[src/rtl/control_sequencer.sv]
// control_sequencer: handshake-driven i16 decode sequencer with a saturating retire counter.
// Optional MUL/DIV watchdog is built only when CU_TIMEOUT_EN is defined.
module control_sequencer #(
  parameter int OP_W           = 3,
  parameter int ALU_OP_W       = 1,
  parameter int CNT_W          = 16,
  parameter int TIMEOUT_CYCLES = 64
) (
  input  logic                clk,
  input  logic                rst_n,
  input  logic                instr_valid,
  output logic                instr_ready,
  input  logic [OP_W-1:0]     opcode,
  output logic [ALU_OP_W-1:0] alu_opcode,
  output logic                use_immediate,
  output logic                load_upper_immediate,
  output logic                alu_start,
  input  logic                alu_done,
  output logic                reg_write,
  output logic                busy,
  output logic                illegal_op,
  output logic                timeout,
  output logic [CNT_W-1:0]    retire_count
);
  localparam logic [2:0] IDLE = 3'd0;
  localparam logic [2:0] EXEC = 3'd1;
  localparam logic [2:0] WAIT = 3'd2;
  localparam logic [2:0] WB   = 3'd3;
  localparam logic [2:0] ERR  = 3'd4;

  if (OP_W < 3 || TIMEOUT_CYCLES < 1) begin : g_bad_param
    $error("control_sequencer: OP_W must be >= 3 and TIMEOUT_CYCLES >= 1");
  end

  logic [2:0]          state_q, state_d;
  logic [ALU_OP_W-1:0] alu_q, alu_d;
  logic                imm_q, imm_d, lui_q, lui_d;
  logic [CNT_W-1:0]    cnt_q, cnt_d;
  logic [2:0]          op3;
  logic                accept, legal, is_mul, is_imm, is_lui, abort;

  assign op3    = opcode[2:0];
  assign legal  = ((opcode >> 3) == '0) && (op3 != 3'b100) && (op3 != 3'b101) && (op3 != 3'b110);
  assign is_mul = (op3 == 3'b111) || (op3 == 3'b001);
  assign is_imm = (op3 == 3'b001) || (op3 == 3'b010);
  assign is_lui = (op3 == 3'b011);
  assign accept = instr_valid && (state_q == IDLE);

`ifdef CU_TIMEOUT_EN
  localparam int WD_W = $clog2(TIMEOUT_CYCLES + 1);
  logic [WD_W-1:0] wd_q, wd_d;
  logic            to_q, to_d;
  // done on the limit cycle takes priority over the abort
  assign abort = (state_q == WAIT) && !alu_done && (wd_q == WD_W'(TIMEOUT_CYCLES - 1));
  always_comb begin
    wd_d = (state_q == WAIT) ? (alu_done ? wd_q : wd_q + 1'b1) : '0;
    to_d = abort;
  end
  always_ff @(posedge clk or negedge rst_n)
    if (!rst_n) begin
      wd_q <= '0;
      to_q <= 1'b0;
    end else begin
      wd_q <= wd_d;
      to_q <= to_d;
    end
  assign timeout = to_q;
`else
  assign abort   = 1'b0;
  assign timeout = 1'b0;
`endif

  always_comb begin
    state_d = IDLE;
    case (state_q)
      IDLE:    state_d = accept ? (legal ? (is_lui ? WB : EXEC) : ERR) : IDLE;
      EXEC:    state_d = WAIT;
      WAIT:    state_d = alu_done ? WB : (abort ? IDLE : WAIT);
      default: state_d = IDLE;
    endcase
    alu_d = (accept && legal) ? ALU_OP_W'(is_mul) : alu_q;
    imm_d = (accept && legal) ? is_imm : imm_q;
    lui_d = (accept && legal) ? is_lui : lui_q;
    cnt_d = (state_q == WB && cnt_q != '1) ? cnt_q + 1'b1 : cnt_q;
  end

  always_ff @(posedge clk or negedge rst_n)
    if (!rst_n) begin
      state_q <= IDLE;
      alu_q   <= '0;
      imm_q   <= 1'b0;
      lui_q   <= 1'b0;
      cnt_q   <= '0;
    end else begin
      state_q <= state_d;
      alu_q   <= alu_d;
      imm_q   <= imm_d;
      lui_q   <= lui_d;
      cnt_q   <= cnt_d;
    end

  assign instr_ready          = (state_q == IDLE);
  assign busy                 = (state_q != IDLE);
  assign alu_start            = (state_q == EXEC);
  assign reg_write            = (state_q == WB);
  assign illegal_op           = (state_q == ERR);
  assign alu_opcode           = alu_q;
  assign use_immediate        = imm_q;
  assign load_upper_immediate = lui_q;
  assign retire_count         = cnt_q;
endmodule

[config.mk]
export PLATFORM = sky130hd
export DESIGN_NAME = control_sequencer
export DESIGN_NICKNAME = d
export VERILOG_FILES = /design/src/rtl/control_sequencer.sv
export SDC_FILE = /design/constraint.sdc
export NUM_CORES = 1
export LEC_CHECK = 0
export ABC_AREA = 1
export CAP_MARGIN = 20
export CELL_PAD_IN_SITES_DETAIL_PLACEMENT = 2
export CELL_PAD_IN_SITES_GLOBAL_PLACEMENT = 2
export CORE_MARGIN = 5
export CORE_UTILIZATION = 26
export CTS_BUF_LIST = sky130_fd_sc_hd__clkbuf_8
export CTS_CLUSTER_DIAMETER = 50
export DETAILED_ROUTE_END_ITERATION = 6
export DONT_BUFFER_PORTS = 1
export PLACE_DENSITY_LB_ADDON = 0.05
export SYNTH_ARGS = -nofsm -noshare
export SYNTH_HDL_FRONTEND = slang
export SYNTH_SLANG_ARGS = --single-unit
export TNS_END_PERCENT = 5
[constraint.sdc]
create_clock -name clk -period 2.92 [get_ports clk]
set_input_delay 0.292 -clock clk [delete_from_list [all_inputs] [get_ports clk]]
set_output_delay 0.292 -clock clk [all_outputs]
set_load 0.05 [all_outputs]
Yosys cells after proc, flatten, opt, wreduce, memory -nomap -nowiden
Index checks and enable logic that the tools add are counted.
Widths: inputs -> output; s select.
{ "totals": {"ff_bits": 22} }
{ "classes": {"addsub": 1, "n_eq_ne": 12, "muxes": 5, "n_reduce_logical": 9} }
{ "ops": {"columns": ["operator", "count"], "rows": [
  ["$add 16x1->16 const B", 1],
  ["$ne 16x16->1 const B", 1],
  ["$eq 3x2->1 const B", 4],
  ["$ne 3x3->1 const B", 3],
  ["$pmux 3 s3", 1],
  ["$eq 3x1->1 const B", 2],
  ["$eq 3x3->1 const B", 2],
  ["$mux 3", 2],
  ["$logic_and 1x1->1", 5],
  ["$logic_not 3->1", 1],
  ["$reduce_bool 3->1", 1],
  ["$logic_or 1x1->1", 2],
  ["$mux 2", 1],
  ["$mux 1", 1]
]} }

Logic depth before layout (Yosys ltp)
{ "depth": {"word_depth": 6, "mapped_depth": 9, "ltp_nobuf": 9} }

Least setup slack after synthesis
Ideal clock, no wire load.
{ "synth_timing": {"kind": "register -> output", "start": "register state_q[0]", "end": "output port busy", "arrival_time_ps": 1610, "required_ps": 2628, "path_slack_ps": 1018, "path_stages_with_launch": 3, "path_buffers": 0, "cell_sequence": "dfrtp_1 -> nor3_2 -> inv_1"} }
{ "synth_via": {"elab_chain_cells": 1} }
{ "synth_lines": {"columns": ["element", "line", "source"], "rows": [
  ["start, declared", "35", "logic [2:0] state_q, state_d;"],
  ["start signal, assigned", "95", "state_q <= state_d;"],
  ["$reduce_bool 3->1", "103", "assign busy = (state_q != IDLE);"],
  ["end, declared", "20", "output logic busy,"]
]} }
Every way passes these cells.

Final worst setup path
{ "layout_timing": {"start": "register state_q[2]", "end": "output port alu_start"} }
{ "layout_via": {"elab_chain_cells": 1} }
{ "layout_lines": {"columns": ["element", "line", "source"], "rows": [
  ["$eq 3x1->1", "104", "assign alu_start = (state_q == EXEC);"],
  ["end, declared", "17", "output logic alu_start,"]
]} }
Every way passes these cells.

==> qor.csv <==
stage;metric;value;unit
pwr;ir_drop;0.400;mV
finish;layout.nets;208;
placed_design;post-place-ws;980;ps
cts;postCtsSetupRepairBufs;0;
cts;path_clk_slew;70;ps
worst_setup_path;path_class;reg -> out;
global_route;grt_max_degree;23;
synthesis;yosysSeqAreaShare;0.420;
cts;hold_buffers;2;
timing;tightestPinTransition;934;ps
global_route;overflow;0;
timing;fmax;529;MHz
worst_setup_path;r2r-start;retire_count[1]$_DFFE_PN0P_;
synthesis;synth_area_leaders;dfrtp_1 42%, nand2_1 21%, nor2_1 6.9%;
floorplan;rows;25;
worst_setup_path;reg2regPathDepth;10;
synthesis;synth_cell_types;24;
min_path;hold_path_depth;2;
pwr;power_frac_clock;0.165;
synthesis;synth_seq_cells;22;
pwr;finalPower;1150;uW
finish;area_growth;15.3;%
timing;finClkSkew;6.25;ps
timing;tns;0;ps
worst_setup_path;startpoint_type;register;
floorplan;core_area;0.00482;sq mm
timing;setup_ws;1030;ps
cts;cts_buffers;3;
cts;cts_tree;done;
synthesis;async_flop_share;1.00;
floorplan;start_util;0.272;
global_route;antenna_found_initial;0;
pwr;pwr-share-comb;0.356;
min_path;worstHoldEndpoint;state_q[2]$_DFF_PN0_;
floorplan;dieArea;0.00656;sq mm
worst_setup_path;critPathRequiredTime;2630;ps
pwr;p_int;558;uW
floorplan;die_h;81.0;um
synthesis;synth_edf_count;0;
run;drv_cap;0;
timing;maxSlewHeadroom;0.375;
synthesis;synth_cells;187;
detailed_routing;drtIter0Drc;13;
worst_setup_path;cp.arrival;1600;ps
timing;finalSetupViolCount;0;
synthesis;yosysTopAreaCell;dfrtp_1;
synthesis;post-synth-top-area-fraction;0.420;
timing;period_share;0.647;
pwr;p_sw_frac;0.514;
placed_design;dp_cells;260;
worst_setup_path;end_kind;output pin;
detailed_routing;via_per_inst;4.52;
worst_setup_path;r2r_end;retire_count[2]$_DFFE_PN0P_;
timing;min_period;1890;ps
cts;cts_buffer_depth;2;
cts;clock_latency;260;ps
pwr;cellLeakagePower;0.000765;uW
cts;cts_sinks;22;
global_route;grt_pass1_wl;6.80;mm
finish;fillers;621;
global_route;grt_pass1_vias;1392;
pwr;seq_power_share;0.479;
synthesis;syn-cell-area;0.00131;sq mm
pwr;power_density;760;mW/mm^2
detailed_routing;postRouteAntennaNets;0;
min_path;hp-start;opcode[2];
pwr;p_switching;590;uW
timing;hold_violations;0;
detailed_routing;drt-pass1-iter-count;2;
worst_setup_path;cp_max_fo;3;
cts;root_buffer;clkbuf_8;
synthesis;yosys_warnings;0;
placed_design;place.port_buffers;0;
cts;htreeDepth;1;
synthesis;avgSynthCellArea;7.01;sq um
floorplan;die_w;81.0;um
synthesis;synth_ff_type;dfrtp_1;
min_path;hold_path.class;in -> reg;
finish;postLayoutCoreUtil;0.314;
timing;slew_violations;0;
synthesis;syn_nets;195;
global_route;grt_use_total;0.136;
worst_setup_path;rrSetupSlack;1040;ps
detailed_routing;drt_drc_violations_left;0;
synthesis;synth_most_common_cell;nand2_1;
finish;drive_above_1_share;0.116;
finish;stdcell_count;265;
finish;antennaDiodeCount;0;
floorplan;io_pins;32;
timing;rsz0062_at_grt;no;
synthesis;synth_common_cells;74 x nand2_1, 24 x nor2_1, 22 x dfrtp_1, 22 x inv_1, 8 x nand3_1;
cts;postCtsResizedCells;0;
status;outcome;completed;
detailed_routing;post_drt_wl_per_cell;15.1;um
detailed_routing;routed-via-count;1197;
detailed_routing;wl;4.00;mm
placed_design;dp_hpwl;3.30;mm
placed_design;gp_congestion;0.723;
critical path: stages, from the launching register on:
cell and delay [ps]:
dfrtp_1 410, inv_1 140, nand2_1 70, nor2_1 710
cell usage in the layout (no fill, tap or decap):
cell           count
o21ai_0            5
nand3_2            1
clkinv_2           1
clkbuf_8           3
nor3_2             1
nand4_1            1
nand2_2            1
nor2_4             3
nand3_1            8
xor2_1             3
nand3_4            1
o21ai_1            2
nand2_1           74
a21oi_1            1
a31o_2             1
nand3b_1           6
dfrtp_1           22
inv_1             22
nor2_2             3
buf_4              7
ha_1               1
conb_1             1
nor2_1            24
nor3_1             3
clkinv_1           1
buf_12             1
dlygate4sd3_1      1
metal layers:
layer	track usage	up-vias	routed length, um
met5	0	-	0
met4	0.0405	0	40
met3	0.0355	4	254
met2	0.255	24	2030
met1	0.150	573	1670
li1	-	596	-
registers in the layout, indices dropped and copies added, names as in the netlist:
| signal | cells |
|---|---|
| use_immediate | 1 |
| retire_count | 16 |
| alu_opcode | 1 |
| state_q | 3 |
| load_upper_immediate | 1 |
power groups by stage:
stage | Clock, uW | Sequential (uW) | Combinational, uW
2_1_floorplan | 0 | 595 | 263
3_3_place_gp | 0 | 553 | 396
3_5_place_dp | 0 | 560 | 407
4_1_cts | 203 | 554 | 420
5_1_grt | 217 | 563 | 449
6_report | 190 | 551 | 408
how the worst max path moves through the flow:
stage | from | end | slack (ps) | depth (start not counted)
6_report | state_q[2]$_DFF_PN0_ | alu_start | 1030 | 3
5_1_grt | retire_count[14]$_DFFE_PN0P_ | retire_count[2]$_DFFE_PN0P_ | 870 | 8
4_1_cts | retire_count[1]$_DFFE_PN0P_ | retire_count[2]$_DFFE_PN0P_ | 970 | 10
3_5_place_dp | retire_count[1]$_DFFE_PN0P_ | retire_count[2]$_DFFE_PN0P_ | 980 | 10
3_3_place_gp | retire_count[1]$_DFFE_PN0P_ | retire_count[6]$_DFFE_PN0P_ | 1050 | 10
2_1_floorplan | state_q[0]$_DFF_PN0_ | busy | 1020 | 2
area by class of cell:
| cell class | instances | area, sq um | share of cell area |
|---|---|---|---|
| multi-input combinational | 140 | 662 | 0.438 |
| clock buffer | 3 | 41.3 | 0.0273 |
| tap | 67 | 83.8 | 0.0555 |
| inverter | 24 | 91.3 | 0.0604 |
| timing repair buffer | 9 | 82.6 | 0.0546 |
| sequential | 22 | 551 | 0.364 |
stage by stage:
step / hold slack [ps] / instance area [sq um]
after floorplan: -3.59 / 1310
after global placement: -2.87 / 1440
after detailed placement: -2.84 / 1440
after CTS: 156 / 1510
after global routing: 156 / 1510
final: 165 / 1510
kinds of logic after synthesis:
kind of cell               after synthesis  share of synthesized area
adders and majority gates                1                    0.00954
AOI/OAI and AO/OA                        9                     0.0372
xor gates and xnor gates                 3                     0.0200
other                                    1                    0.00286
and+or+nand+nor                        126                      0.435
DFF                                     22                      0.420
buffers and inverters                   25                     0.0754
Power figures use the tool's default switching activity.
